## config.mk

```make
export PLATFORM = sky130hd
export DESIGN_NAME = reg_file_ctrl
export DESIGN_NICKNAME = d
export VERILOG_FILES = /design/src/rtl/reg_file_ctrl.sv
export SDC_FILE = /design/constraint.sdc
export NUM_CORES = 1
export LEC_CHECK = 0
export CORE_MARGIN = 3
export CORE_UTILIZATION = 43
export CTS_CLUSTER_SIZE = 14
export DETAILED_ROUTE_END_ITERATION = 8
export PLACE_DENSITY = 0.83
export SYNTH_ARGS = -nofsm -noshare
export SYNTH_HDL_FRONTEND = slang
export SYNTH_SLANG_ARGS = --single-unit
```

## constraint.sdc

```tcl
create_clock -name clock -period 2.02 [get_ports clock]
set_input_delay 0.202 -clock clock [delete_from_list [all_inputs] [get_ports clock]]
set_output_delay 0.202 -clock clock [all_outputs]
set_load 0.05 [all_outputs]
```

## src/rtl/reg_file_ctrl.sv

```systemverilog
// Command-driven single-writer controller for a 1R/1W register file (WRITE/READ/ADD/COPY).
// Define RF_CTRL_SAT_EN to make ADD saturate at all-ones instead of wrapping.
module reg_file_ctrl #(
    parameter int DATA_W = 16,
    parameter int ADDR_W = 1
) (
    input  logic              reset,
    input  logic              clock,
    input  logic              cmd_valid,
    output logic              cmd_ready,
    input  logic [1:0]        cmd_op,
    input  logic [ADDR_W-1:0] cmd_addr,
    input  logic [DATA_W-1:0] cmd_data,
    output logic              rsp_valid,
    input  logic              rsp_ready,
    output logic [DATA_W-1:0] rsp_data,
    output logic              rf_wen,
    output logic [ADDR_W-1:0] rf_waddr,
    output logic [DATA_W-1:0] rf_wdata,
    output logic [ADDR_W-1:0] rf_raddr,
    input  logic [DATA_W-1:0] rf_rdata
);
    typedef enum logic [1:0] {IDLE, EXEC, RESP} state_t;

    localparam logic [1:0] OP_WRITE = 2'b00;
    localparam logic [1:0] OP_READ  = 2'b01;
    localparam logic [1:0] OP_ADD   = 2'b10;
    localparam logic [1:0] OP_COPY  = 2'b11;

    state_t            r_state;
    logic [1:0]        r_op;
    logic [ADDR_W-1:0] r_addr;
    logic [DATA_W-1:0] r_data;
    logic [DATA_W-1:0] r_rsp_data;
    logic [DATA_W-1:0] w_add;

`ifdef RF_CTRL_SAT_EN
    logic [DATA_W:0] w_sum;
    assign w_sum = {1'b0, rf_rdata} + {1'b0, r_data};
    assign w_add = w_sum[DATA_W] ? {DATA_W{1'b1}} : w_sum[DATA_W-1:0];
`else
    assign w_add = rf_rdata + r_data;
`endif

    always_ff @(posedge clock or posedge reset) begin
        if (reset) begin
            r_state    <= IDLE;
            r_op       <= 2'b00;
            r_addr     <= '0;
            r_data     <= '0;
            r_rsp_data <= '0;
        end else begin
            case (r_state)
                IDLE: begin
                    if (cmd_valid) begin
                        r_op    <= cmd_op;
                        r_addr  <= cmd_addr;
                        r_data  <= cmd_data;
                        r_state <= EXEC;
                    end
                end
                EXEC: begin
                    // READ and ADD both return the value seen before any write lands
                    if (r_op == OP_READ || r_op == OP_ADD) begin
                        r_rsp_data <= rf_rdata;
                        r_state    <= RESP;
                    end else begin
                        r_state <= IDLE;
                    end
                end
                RESP: begin
                    if (rsp_ready) begin
                        r_state <= IDLE;
                    end
                end
                default: r_state <= IDLE;
            endcase
        end
    end

    assign cmd_ready = (r_state == IDLE);
    assign rsp_valid = (r_state == RESP);
    assign rsp_data  = r_rsp_data;
    assign rf_waddr  = r_addr;
    // COPY reads from the source address carried in the low data bits
    assign rf_raddr  = (r_op == OP_COPY) ? r_data[ADDR_W-1:0] : r_addr;

    always_comb begin
        rf_wen   = 1'b0;
        rf_wdata = '0;
        if (r_state == EXEC) begin
            case (r_op)
                OP_WRITE: begin
                    rf_wen   = 1'b1;
                    rf_wdata = r_data;
                end
                OP_ADD: begin
                    rf_wen   = 1'b1;
                    rf_wdata = w_add;
                end
                OP_COPY: begin
                    rf_wen   = 1'b1;
                    rf_wdata = rf_rdata;
                end
                default: begin
                    rf_wen   = 1'b0;
                    rf_wdata = '0;
                end
            endcase
        end
    end
endmodule

```

==> results of run 1 <==
-- Yosys cell counts, types with 6 or more instances --
library cell	n	area share
dfrtp_1	37	0.37
mux2_2	32	0.15
ha_1	19	0.096
nor2_1	17	0.026
nand2_1	14	0.021
a21oi_1	12	0.024
o21ai_0	12	0.024
inv_1	10	0.015
a22oi_1	9	0.027
a222oi_1	6	0.024
clkbuf_1	6	0.0091
o22ai_1	6	0.015
-- registers in the layout, summed over array words and instances, names as in the netlist --
register and count:
r_op 2, r_data 16, rf_waddr 1, rsp_data 16
r_state 2
-- layer usage --
metal	global-route usage	share of wire	routed length (um)	up-vias
met1	0.295	0.38	3430	1316
met3	0.0537	0.056	508	27
li1	-	-	-	1201
met2	0.482	0.54	4860	102
met5	0	0	0	-
met4	0.0963	0.025	226	0
-- stage by stage --
step | power (W) | hold WS, ns | setup TNS [ns]
after floorplan | 0.00483 | 0.310 | -2.49
after global placement | 0.00684 | 0.476 | -6.54
after detailed placement | 0.00701 | 0.493 | -7.40
after CTS | 0.00802 | 0.341 | -6.95
after global routing | 0.00894 | 0.323 | -9.13
final | 0.00852 | 0.309 | -7.92
-- critical path: stages, from the launching register on --
cell	delay (ns)
dfrtp_1	0.40
ha_2	0.21
buf_4	0.13
buf_6	0.11
a211oi_2	0.20
nor2_2	0.09
o21ai_4	0.15
buf_6	0.15
xnor2_1	0.06
a222oi_1	0.41
nor2_2	0.11
buf_12	0.17
-- where the power goes --
part,internal (W),switching (W),total (W)
logic,0.00306,0.00355,0.00661
clock network,0.000245,0.000262,0.000508
registers,0.00112,0.000284,0.00140
-- layout make-up --
class	count	area [sq um]	share of cell area
sequential	37	926	0.210
inverter	11	48.8	0.0111
timing repair buffer	146	1440	0.326
multi-input combinational	183	1820	0.414
tap	70	87.6	0.0199
clock buffer	8	80.1	0.0182
-- logic make-up (layout without fill, tap and decap cells) --
family,after synthesis,in the layout
buf+inv,23,165
simple gates,50,50
compound gates,71,71
mux,33,33
flops,37,37
fa+ha+maj,20,20
xor+xnor,9,9
-- final timing paths --
| check | start | to | cells after the start |
|---|---|---|---|
| setup / recovery | r_data[0]$_DFFE_PP0P_ | rf_wdata[7] | 11 |
| hold / removal | rf_rdata[11] | rsp_data[11]$_DFFE_PP0P_ | 2 |
| setup reg to reg | r_op[0]$_DFFE_PP0P_ | rsp_data[14]$_DFFE_PP0P_ | 6 |
| hold reg to reg | rsp_data[7]$_DFFE_PP0P_ | rsp_data[7]$_DFFE_PP0P_ | 1 |
| max in group asynchronous | reset | rsp_data[5]$_DFFE_PP0P_ | 3 |
| min in group asynchronous | reset | r_data[8]$_DFFE_PP0P_ | 3 |
-- repair_timing --
item                                    in CTS  in global routing
buffers inserted                             8                  2
endpoints found under the setup margin      17                 18
resized for setup                           36                 20
pin swaps                                   29                 22
==> out/metrics.csv, run 1 <==
metric,value,unit
postRouteAntennaNets,0,
cp-start-kind,flip-flop,
die-area,6700,sq um
worst_slack,-0.682,ns
rrSetupSlack,0.28,ns
dieWidth,81.9,um
maxCapViolCount,0,
place_inst,438,
synth.ff_latch_count,37,
holdBufCountCts,0,
clk_path_buf_depth,2,
rsz0062_at_grt,true,
setup_viol,16,
synthFlopType,dfrtp_1,
yosysWarnings,0,
dp_hpwl,5850,um
final_core_util,0.826,
min_period,2.70,ns
grtUsageTotal,0.262,
root_buffer,clkbuf_8,
syn_area_per_cell,10.2,sq um
portBuffers,75,
hold_path_class,in2reg,
status,"finished, violations left",
numCtsBuffers,5,
end_kind,output pin,
fin_area,4400,sq um
nets,443,
power.density,1930,nW/um^2
cts_num_sinks,37,
tightest_slew,0.520,ns
place_area,3960,sq um
slew_headroom,0.653,
overflow,0,
drt_iter0_markers,175,
path_max_fanout,5,
vias,2646,
required,1.82,ns
async_flop_share,1.00,
syn_area,2470,sq um
fin_worst_skew,0.0111,ns
violations,negative setup slack,
netlist-cell-type-count,51,
grt_max_degree,38,
fin_cells,455,
synthXorXnorAreaFrac,0.0319,
rows,26,
drt_wl_total,9020,um
clock_latency,0.30,ns
viasPerCell,5.82,
core-area,5340,sq um
synth_compound_area_frac,0.202,
avgRoutedWirePerCell,19.8,um
gp_congestion,0.940,
syn-instance-count,243,
final_cell_mix,"buf_4, clkdlybuf4s50_1, dfrtp_1",
cts_max_level,2,
synth_top_family_by_area,compound AO/OA/AOI/OAI gates,
hold_viol,0,
maxSlewViolCount,0,
crit_type,reg2out,
syn-num-nets,302,
drc_errors,0,
antenna_found_initial,0,
grt_pass1_wl,13300,um
max_freq,370,MHz
pin_count,76,
final_common_cell,buf_4,
ir_drop,1.06,mV
cp.arrival,2.50,ns
p_leak,1.87,nW
drtPass1Iterations,7,
cts_tree,done,
fin_crit_sh,1.34,
path_clk_slew,0.07,ns
ys_seq_area_frac,0.374,
synth-edff-count,0,
place_ws,-0.718,ns
area.growth.synth_to_final,78.0,%
synth_mux_area_frac,0.150,
yosys.area_share.simple,0.0986,
nFillCells,299,
synthAdderAreaFrac,0.104,
drive_above_1_share,0.483,
start_util,0.464,
grt_pass1_vias,2804,
die_h,81.9,um
antennaDiodeCount,0,
No activity file was read; power rests on OpenSTA's default activity.
==> inputs of run 2 (changes only) <==
Settings changed: GPL_TIMING_DRIVEN set to 1.
==> results of run 2 <==
The final DEF is identical to that of run 1; final timing and power are the same.
